File: src/rtl/cgra_tile_egress_if.sv
// Bundle of the egress stage's configuration, PE, router, mesh-output and counter signals.
// The master side is the tile environment; the slave side is the egress stage itself.
interface cgra_tile_egress_if #(
  parameter int DATA_WIDTH = 32,
  parameter int NUM_PORTS  = 4,
  parameter int CNT_WIDTH  = 16
);
  logic [2*NUM_PORTS-1:0]          cfg_mode;
  logic                            cfg_load;
  logic [DATA_WIDTH-1:0]           pe_data;
  logic                            pe_valid;
  logic                            pe_ready;
  logic [NUM_PORTS*DATA_WIDTH-1:0] rtr_data;
  logic [NUM_PORTS-1:0]            rtr_valid;
  logic [NUM_PORTS-1:0]            rtr_ready;
  logic [NUM_PORTS*DATA_WIDTH-1:0] out_data;
  logic [NUM_PORTS-1:0]            out_valid;
  logic [NUM_PORTS-1:0]            out_ready;
  logic [CNT_WIDTH-1:0]            stall_cnt;
  logic [CNT_WIDTH-1:0]            drop_cnt;

  modport master (
    output cfg_mode, cfg_load, pe_data, pe_valid, rtr_data, rtr_valid, out_ready,
    input  pe_ready, rtr_ready, out_data, out_valid, stall_cnt, drop_cnt
  );

  modport slave (
    input  cfg_mode, cfg_load, pe_data, pe_valid, rtr_data, rtr_valid, out_ready,
    output pe_ready, rtr_ready, out_data, out_valid, stall_cnt, drop_cnt
  );
endinterface

File: src/rtl/cgra_tile_egress.sv
// Per-port CGRA tile output stage: each port is OFF, ROUTER pass-through, PE broadcast
// FIFO, or a round-robin SHARED mix; PE broadcasts are atomic across all selected ports.
module cgra_tile_egress #(
  parameter int DATA_WIDTH = 32,
  parameter int NUM_PORTS  = 4,
  parameter int FIFO_DEPTH = 4,
  parameter int CNT_WIDTH  = 16
) (
  input logic               clk,
  input logic               rst,
  cgra_tile_egress_if.slave bus
);
  localparam int PTR_W = $clog2(FIFO_DEPTH);

  typedef enum logic [1:0] {
    MODE_OFF    = 2'b00,
    MODE_ROUTER = 2'b01,
    MODE_PE     = 2'b10,
    MODE_SHARED = 2'b11
  } mode_e;

  typedef enum logic {
    SRC_PE  = 1'b0,
    SRC_RTR = 1'b1
  } src_e;

  mode_e                 r_mode    [NUM_PORTS];
  logic [DATA_WIDTH-1:0] r_mem     [NUM_PORTS][FIFO_DEPTH];
  logic [PTR_W-1:0]      r_wptr    [NUM_PORTS];
  logic [PTR_W-1:0]      r_rptr    [NUM_PORTS];
  logic [PTR_W:0]        r_count   [NUM_PORTS];
  src_e                  r_prio    [NUM_PORTS];
  src_e                  r_lockSrc [NUM_PORTS];
  logic [NUM_PORTS-1:0]  r_locked;
  logic [CNT_WIDTH-1:0]  r_stallCnt;
  logic [CNT_WIDTH-1:0]  r_dropCnt;

  logic [NUM_PORTS-1:0]  w_bcast, w_full, w_empty, w_push, w_pop;
  logic [NUM_PORTS-1:0]  w_outValid, w_rtrReady;
  logic [DATA_WIDTH-1:0] w_outData [NUM_PORTS];
  src_e                  w_grant   [NUM_PORTS];
  logic                  w_peReady, w_drop, w_stallEvt;

  // pe_ready looks only at registered occupancy, so it never depends on out_ready.
  always_comb begin
    for (int i = 0; i < NUM_PORTS; i++) begin
      w_bcast[i] = (r_mode[i] == MODE_PE) || (r_mode[i] == MODE_SHARED);
      w_full[i]  = (r_count[i] == (PTR_W+1)'(FIFO_DEPTH));
      w_empty[i] = (r_count[i] == '0);
    end
    w_peReady  = ((w_bcast & w_full) == '0);
    w_push     = {NUM_PORTS{bus.pe_valid & w_peReady}} & w_bcast;
    w_drop     = bus.pe_valid && (w_bcast == '0);
    w_stallEvt = bus.pe_valid && !w_peReady;
  end

  always_comb begin
    for (int i = 0; i < NUM_PORTS; i++) begin
      w_outData[i]  = '0;
      w_outValid[i] = 1'b0;
      w_rtrReady[i] = 1'b0;
      w_pop[i]      = 1'b0;
      w_grant[i]    = SRC_PE;
      // A stalled SHARED port keeps its previous grant so the offered word stays stable.
      if (r_locked[i])
        w_grant[i] = r_lockSrc[i];
      else if (r_prio[i] == SRC_RTR)
        w_grant[i] = (bus.rtr_valid[i] || w_empty[i]) ? SRC_RTR : SRC_PE;
      else
        w_grant[i] = (w_empty[i] && bus.rtr_valid[i]) ? SRC_RTR : SRC_PE;
      case (r_mode[i])
        MODE_ROUTER: begin
          w_outData[i]  = bus.rtr_data[i*DATA_WIDTH +: DATA_WIDTH];
          w_outValid[i] = bus.rtr_valid[i];
          w_rtrReady[i] = bus.out_ready[i];
        end
        MODE_PE: begin
          w_outValid[i] = !w_empty[i];
          w_outData[i]  = w_empty[i] ? '0 : r_mem[i][r_rptr[i]];
          w_pop[i]      = !w_empty[i] && bus.out_ready[i];
        end
        MODE_SHARED: begin
          if (w_grant[i] == SRC_RTR) begin
            w_outData[i]  = bus.rtr_data[i*DATA_WIDTH +: DATA_WIDTH];
            w_outValid[i] = bus.rtr_valid[i];
            w_rtrReady[i] = bus.out_ready[i];
          end else begin
            w_outValid[i] = !w_empty[i];
            w_outData[i]  = w_empty[i] ? '0 : r_mem[i][r_rptr[i]];
            w_pop[i]      = !w_empty[i] && bus.out_ready[i];
          end
        end
        default: ;
      endcase
    end
  end

  always_ff @(posedge clk) begin
    for (int i = 0; i < NUM_PORTS; i++)
      if (w_push[i]) r_mem[i][r_wptr[i]] <= bus.pe_data;
  end

  // A new mode bit1 of 0 (OFF/ROUTER) flushes that port's FIFO and arbitration state.
  always_ff @(posedge clk) begin
    if (rst) begin
      for (int i = 0; i < NUM_PORTS; i++) begin
        r_mode[i]    <= MODE_OFF;
        r_wptr[i]    <= '0;
        r_rptr[i]    <= '0;
        r_count[i]   <= '0;
        r_prio[i]    <= SRC_PE;
        r_lockSrc[i] <= SRC_PE;
      end
      r_locked   <= '0;
      r_stallCnt <= '0;
      r_dropCnt  <= '0;
    end else begin
      for (int i = 0; i < NUM_PORTS; i++) begin
        if (bus.cfg_load && !bus.cfg_mode[2*i+1]) begin
          r_wptr[i]    <= '0;
          r_rptr[i]    <= '0;
          r_count[i]   <= '0;
          r_prio[i]    <= SRC_PE;
          r_locked[i]  <= 1'b0;
          r_lockSrc[i] <= SRC_PE;
        end else begin
          if (w_push[i]) r_wptr[i] <= r_wptr[i] + 1'b1;
          if (w_pop[i])  r_rptr[i] <= r_rptr[i] + 1'b1;
          case ({w_push[i], w_pop[i]})
            2'b10:   r_count[i] <= r_count[i] + 1'b1;
            2'b01:   r_count[i] <= r_count[i] - 1'b1;
            default: r_count[i] <= r_count[i];
          endcase
          if (r_mode[i] == MODE_SHARED) begin
            if (w_outValid[i] && bus.out_ready[i])
              r_prio[i] <= (w_grant[i] == SRC_RTR) ? SRC_PE : SRC_RTR;
            r_locked[i]  <= w_outValid[i] && !bus.out_ready[i];
            r_lockSrc[i] <= w_grant[i];
          end else begin
            r_locked[i] <= 1'b0;
          end
        end
        if (bus.cfg_load) r_mode[i] <= mode_e'(bus.cfg_mode[2*i +: 2]);
      end
      if (bus.cfg_load) begin
        r_stallCnt <= '0;
        r_dropCnt  <= '0;
      end else begin
        if (w_stallEvt && (r_stallCnt != '1)) r_stallCnt <= r_stallCnt + 1'b1;
        if (w_drop && (r_dropCnt != '1))      r_dropCnt  <= r_dropCnt + 1'b1;
      end
    end
  end

  for (genvar g = 0; g < NUM_PORTS; g++) begin : g_out
    assign bus.out_data[g*DATA_WIDTH +: DATA_WIDTH] = w_outData[g];
  end
  assign bus.out_valid = w_outValid;
  assign bus.rtr_ready = w_rtrReady;
  assign bus.pe_ready  = w_peReady;
  assign bus.stall_cnt = r_stallCnt;
  assign bus.drop_cnt  = r_dropCnt;
endmodule

File: src/flat_wrapper.sv
// flat-port wrapper written by rule: the top's interface ports become plain ports
module cgra_tile_egress_flat 
#(
  parameter int DATA_WIDTH = 32,
  parameter int NUM_PORTS  = 4,
  parameter int FIFO_DEPTH = 4,
  parameter int CNT_WIDTH  = 16
)
  (clk, rst, bus_cfg_mode, bus_cfg_load, bus_pe_data, bus_pe_valid, bus_rtr_data, bus_rtr_valid, bus_out_ready, bus_pe_ready, bus_rtr_ready, bus_out_data, bus_out_valid, bus_stall_cnt, bus_drop_cnt);
  cgra_tile_egress_if #(.DATA_WIDTH(DATA_WIDTH), .NUM_PORTS(NUM_PORTS), .CNT_WIDTH(CNT_WIDTH)) bus_i ();
  input logic clk;
  input logic rst;
  input wire logic [$bits(bus_i.cfg_mode)-1:0] bus_cfg_mode;
  input wire logic [$bits(bus_i.cfg_load)-1:0] bus_cfg_load;
  input wire logic [$bits(bus_i.pe_data)-1:0] bus_pe_data;
  input wire logic [$bits(bus_i.pe_valid)-1:0] bus_pe_valid;
  input wire logic [$bits(bus_i.rtr_data)-1:0] bus_rtr_data;
  input wire logic [$bits(bus_i.rtr_valid)-1:0] bus_rtr_valid;
  input wire logic [$bits(bus_i.out_ready)-1:0] bus_out_ready;
  output wire logic [$bits(bus_i.pe_ready)-1:0] bus_pe_ready;
  output wire logic [$bits(bus_i.rtr_ready)-1:0] bus_rtr_ready;
  output wire logic [$bits(bus_i.out_data)-1:0] bus_out_data;
  output wire logic [$bits(bus_i.out_valid)-1:0] bus_out_valid;
  output wire logic [$bits(bus_i.stall_cnt)-1:0] bus_stall_cnt;
  output wire logic [$bits(bus_i.drop_cnt)-1:0] bus_drop_cnt;
  assign bus_i.cfg_mode = bus_cfg_mode;
  assign bus_i.cfg_load = bus_cfg_load;
  assign bus_i.pe_data = bus_pe_data;
  assign bus_i.pe_valid = bus_pe_valid;
  assign bus_i.rtr_data = bus_rtr_data;
  assign bus_i.rtr_valid = bus_rtr_valid;
  assign bus_i.out_ready = bus_out_ready;
  assign bus_pe_ready = bus_i.pe_ready;
  assign bus_rtr_ready = bus_i.rtr_ready;
  assign bus_out_data = bus_i.out_data;
  assign bus_out_valid = bus_i.out_valid;
  assign bus_stall_cnt = bus_i.stall_cnt;
  assign bus_drop_cnt = bus_i.drop_cnt;
  cgra_tile_egress #(.DATA_WIDTH(DATA_WIDTH), .NUM_PORTS(NUM_PORTS), .FIFO_DEPTH(FIFO_DEPTH), .CNT_WIDTH(CNT_WIDTH)) u_core (.clk(clk), .rst(rst), .bus(bus_i));
endmodule
File: config.mk
export PLATFORM = sky130hd
export DESIGN_NAME = cgra_tile_egress_flat
export DESIGN_NICKNAME = d
export VERILOG_FILES = /design/src/rtl/cgra_tile_egress_if.sv /design/src/rtl/cgra_tile_egress.sv /design/src/flat_wrapper.sv
export SDC_FILE = /design/constraint.sdc
export NUM_CORES = 1
export LEC_CHECK = 0
export CAP_MARGIN = 20
export CORE_ASPECT_RATIO = 0.8
export CORE_UTILIZATION = 49
export CTS_CLUSTER_SIZE = 10
export DETAILED_ROUTE_END_ITERATION = 10
export PLACE_DENSITY = 0.76
export SLEW_MARGIN = 10
export SYNTH_ARGS = -nofsm -noshare
export SYNTH_HDL_FRONTEND = slang
export SYNTH_SLANG_ARGS = --single-unit
File: constraint.sdc
create_clock -name clk -period 2.7 [get_ports clk]
set_clock_uncertainty 0.1 [all_clocks]
set_input_delay 0.405 -clock clk [delete_from_list [all_inputs] [get_ports clk]]
set_output_delay 0.405 -clock clk [all_outputs]
set_load 0.05 [all_outputs]
==> Word level (Yosys, flattened, before mapping) <==
Memories as Yosys holds them, arrays and structs flattened.
Cells that the tools add are included.
{ "word_totals": {"ram_bits": 556, "memories": 7, "input_bits": 180, "word_cells": 465, "regBits": 36} }
{ "op_classes": {"order_cmp": 12, "n_eq_ne": 26, "mux": 265, "n_addsub": 18, "n_bitwise": 67, "n_reduce_logical": 64} }
{ "memory_table": {"columns": ["name", "words", "word_bits", "rd", "rd_clocked_by_memory_dff", "wr", "line_no", "source"], "rows": [
  ["u_core.r_mem", 4, 128, 4, 0, 4, "cgra_tile_egress.sv:28", "logic [DATA_WIDTH-1:0] r_mem [NUM_PORTS][FIFO_DEPTH];"],
  ["u_core.r_count", 4, 3, 4, 0, 4, "cgra_tile_egress.sv:31", "logic [PTR_W:0] r_count [NUM_PORTS];"],
  ["u_core.r_mode", 4, 2, 4, 0, 4, "cgra_tile_egress.sv:27", "mode_e r_mode [NUM_PORTS];"],
  ["u_core.r_rptr", 4, 2, 4, 0, 4, "cgra_tile_egress.sv:30", "logic [PTR_W-1:0] r_rptr [NUM_PORTS];"],
  ["u_core.r_wptr", 4, 2, 4, 0, 4, "cgra_tile_egress.sv:29", "logic [PTR_W-1:0] r_wptr [NUM_PORTS];"],
  ["u_core.r_lockSrc", 4, 1, 4, 0, 4, "cgra_tile_egress.sv:33", "src_e r_lockSrc [NUM_PORTS];"],
  ["1 more memories", null, null, null, null, null, null, null]
]} }
{ "op_table": {"columns": ["operator", "count"], "rows": [
  ["two-way mux 32 bit", 20],
  ["two-way mux 128 bit", 4],
  ["one-hot mux 32 bit (3 select lines)", 4],
  ["binary-select mux 32 bit (select 2 bit)", 4],
  ["demux 32 bit (select 2 bit)", 4],
  ["two-way mux 1 bit", 181],
  ["bitwise OR 1 bit", 52],
  ["two-way mux 3 bit", 16],
  ["two-way mux 2 bit", 20],
  ["adder 16 x 1 -> 16 bit, second input constant", 2],
  ["inequality test 16 bit, second input constant", 2],
  ["logical AND 1 bit", 28],
  ["== test 2 bit, second input constant", 12],
  [">= comparator 3 bit, second input constant", 8],
  ["NOT 2 -> 3 bit", 8],
  ["adder 2 x 1 -> 2 bit, second input constant", 8],
  ["== test 2 x 1 -> 1 bit, second input constant", 8],
  ["one-hot mux 1 bit (2 select lines)", 8],
  ["logical NOT 1 bit", 13],
  ["adder 3 x 1 -> 3 bit, second input constant", 4],
  ["== test 3 bit, second input constant", 4],
  ["logical NOT 3 bit", 4],
  ["less-than comparator 3 x 1 -> 1 bit, second input constant", 4],
  ["one-hot mux 1 bit (3 select lines)", 4],
  ["8 further kinds", 30]
]} }

==> Longest topological paths before layout <==
{ "logic_depth": {"depth_word": 15, "mapped_depth": 13, "mapped_depth_nobuf": 11} }

==> Least setup slack after synthesis <==
OpenSTA, ideal clock, no wires.
{ "synth_timing": {"path_type": "flip-flop to flip-flop", "start": "memory u_core.r_count[0][9] in the netlist's numbering", "end": "memory u_core.r_count[0][10] in the netlist's numbering, enable pin", "setup_ns": 0.344, "required_time_ns": 2.256, "stages_incl_launch_ff": 13, "slack_ns": -0.069, "t_arrival_ns": 2.325, "synth_period_minus_slack_ns": 2.769, "path_cell_list": "edfxtp_1 -> inv_1 -> ha_1 -> nor2b_2 -> a21oi_1 -> o31ai_4 -> a211oi_2 -> buf_2 -> buf_4 -> and2_1 -> ha_1 -> nor2_1 -> o21ai_0"} }
{ "synth_lines": {"columns": ["element", "line_no"], "rows": [
  ["start, declared", "cgra_tile_egress.sv:31"]
]} }

==> metrics.txt <==
n_diodes 0; top cells by area, synth edfxtp_1 68%, mux4_2 12%, a22o_1 4.6%; met3 WL post-DR 6.64 mm; total clock sinks 592; Final Max Tran Viols 0; Crit Path Max Fanout 9; hold_sp bus_cfg_mode[4]; Post-synth top flop edfxtp_1; sequential power share 0.448; Setup WS post-layout -0.432 ns; Worst EP required 2.19 ns; max incr delay on CP 0.42 ns; # IOs 349; Post-Layout Cell Count 2523; Hold Path Class input pin to flop; fin crit share 1.16; top-area cell type share of the netlist area 0.678; area delta synth->final 41.5%; area leader, netlist edfxtp_1; RSZ-0062 raised after global routing true; Synth cell types 69; hpwl dp 38.7 mm; asr flop ratio synth 0; setup TNS -44.27 ns; CP most frequent cell a21boi_4; Setup CP Type flop to output port; Synth warnings 0; WL met1 27.8 mm; core area 49600 um2; failing checks setup timing; drt drc 0; Worst setup EP type output port; Die W 253 um; CP Launch Point u_core.r_count[0][6]; Comb power frac 0.197; fillcell total 2966; synthesized area per cell 18.2 um2; fin crit period 3.13 ns; fmax 0.319 GHz; met2 WL 35.1 mm; Highest Signal Layer met5; Total Routing Usage GR 0.275; register area share after synthesis 0.708; Die Area 51100 um2; Place WS -0.198 ns; Root Buffer clkbuf_16; Post-Syn Nets 1570; Synth Instances 1352; Final Hold Viols 0; Multi-input gate area 7740 um2; GRT Residual Overflow 0; Sw Ratio 0.255; number of synthesized flops with an enable pin 556; CTS tree done; Reg clk slew, reported paths 0.06 ns; Synth top cells by count 556 x edfxtp_1, 128 x a22o_1, 128 x mux4_2; proportion of layout cells with a drive suffix above 1 0.348; wire per inst 28.1 um; CTS Buf Count 69; Int Power 0.0173 W; Worst R2R Start u_core.r_count[0][9]; Clk Latency, worst-skew pair 0.59 ns; Post-DRT Antenna Nets 0; via count of the first global-routing pass 15700; Rel. slew slack 0.453; endpoints failing setup 136; power per cell area 665 nW/um2; maximum VDD drop 0.415 mV; total leakage power 12.2 nW; post-layout util 0.702; first-pass GRT wire length 101 mm; DP Cell Count 2373; status complete, but fails checks; Initial Util 0.496; clk buf depth 3; Worst EP arrival 2.63 ns; synthesized area 24600 um2; Psw 0.00590 W; clock network power share 0.355; htree depth 3; gpl congestion 0.871; die height 202 um; Reg area 17400 um2; slowest CP cell edfxtp_1; DR vias/cell 6.11; max cap viols 0; final wirelength 70.8 mm; DRT iter0 DRCs 1375; antenna violations before repair 1; Final nets 2050; Cell Chain, Critical Path inv_2, ha_4, nand2b_4, a21boi_4, o31a_1, a21boi_4, buf_6, buf_16, a22o_1, buf_12; FP Rows 73; largest net degree at the start of global routing 35; drt pass-1 iters 5; PortBufs 348; routed vias 15400; Critical Path Source Type flop; most frequent cell after synthesis edfxtp_1; flop and latch count out of synthesis 592; actual slew at the worst max-slew pin 0.818 ns
[path summary, 6_finish.rpt]
path / endpoint / slack [ns] / cells past startpoint
worst max-delay path: bus_out_data[74] / -0.43 / 10
worst min register to register: u_core.bus.stall_cnt[7] / 0.42 / 2
worst max register to register: u_core.r_count[0][11] / 0.08 / 13
worst min-delay path: u_core.r_mode[2][0] / 0.37 / 2
[cell usage in the layout, fill, tap and decap left out, types with 6 or more instances in the layout]
cell type	instances
buf_12	177
buf_6	11
edfxtp_1	556
mux4_2	128
and2_2	8
nor2b_1	7
clkdlybuf4s50_1	211
nor2_1	40
ha_1	32
nor3_1	19
and2_1	13
and3_2	9
and3_1	8
inv_2	10
buf_16	14
buf_4	64
nand2_1	46
a22o_4	94
clkbuf_16	75
a22o_1	34
or3_1	6
nand4_1	7
mux2i_1	8
a21o_1	9
inv_1	26
o21ai_0	13
clkbuf_1	10
xor2_1	11
nand3_1	35
xnor2_1	11
or4_1	7
dfxtp_1	36
a21oi_1	18
[critical path, delay by kind of cell, from the launching register on]
family / cells / cell delay, ns
AO/OA/AOI/OAI: 4 / 0.81
buffers and inverters: 4 / 0.58
adder cells (fa/ha/maj): 1 / 0.15
AND/OR/NAND/NOR: 1 / 0.06
flip-flops: 1 / 0.42
[sequential cells by signal, indices dropped and copies added, names as in the netlist]
name and flops:
u_core.r_mem 512, u_core.bus.stall_cnt 16, u_core.r_locked 4, u_core.r_prio 4, u_core.r_rptr 8, u_core.r_count 12, u_core.r_wptr 8, u_core.r_mode 8
u_core.bus.drop_cnt 16, u_core.r_lockSrc 4
[logic make-up (layout without fill, tap and decap cells)]
logic type                 Yosys count  count (layout)  synth area share
AOI/OAI and AO/OA                  213             213            0.0711
buffers and inverters              110             606            0.0205
and+or+nand+nor                    240             240            0.0528
xor gates and xnor gates            22              22           0.00783
muxes                              137             137             0.121
adders and majority gates           38              38            0.0193
DFF                                592             592             0.708
[per-stage QoR]
stage               hold WS, ns  cell area, um2  total power (W)
detailed placement        0.408           31000           0.0144
floorplan                 0.382           24600           0.0124
global placement          0.390           31000           0.0143
CTS                       0.355           34300           0.0230
finish                    0.372           34800           0.0232
global route              0.353           34800           0.0238
[per-layer routing]
| metal | vias to the layer above | GRT usage |
|---|---|---|
| li1 | 6479 | - |
| met1 | 8018 | 0.367 |
| met2 | 819 | 0.441 |
| met3 | 102 | 0.0797 |
| met4 | 2 | 0.0784 |
| met5 | - | 0 |
[power groups by stage]
stage | Combinational (W) | Sequential (W) | Clock, W
2_1_floorplan | 0.00190 | 0.0105 | 0
3_3_place_gp | 0.00378 | 0.0105 | 0
3_5_place_dp | 0.00384 | 0.0105 | 0
4_1_cts | 0.00438 | 0.0104 | 0.00831
5_1_grt | 0.00473 | 0.0104 | 0.00870
6_report | 0.00457 | 0.0104 | 0.00822
[layout make-up]
class	count	share of cell area
well taps	675	0.0242
inverters	36	0.00388
multi-input cells	650	0.222
repair buffers	483	0.194
clock inverters	5	0.00291
flip-flops and latches	592	0.500
clock buffers	82	0.0525
[repair_timing]
action / in CTS / in global routing
setup buffers: 41 / 8
endpoints found under the setup margin: 140 / 238
hold endpoints to repair: 0 / 0
gates resized for setup: 111 / 62
pin swaps: 102 / 57
hold buffers: 0 / 0
gates cloned: 17 / 4
Note: power is estimated with default switching activity, not from simulation.
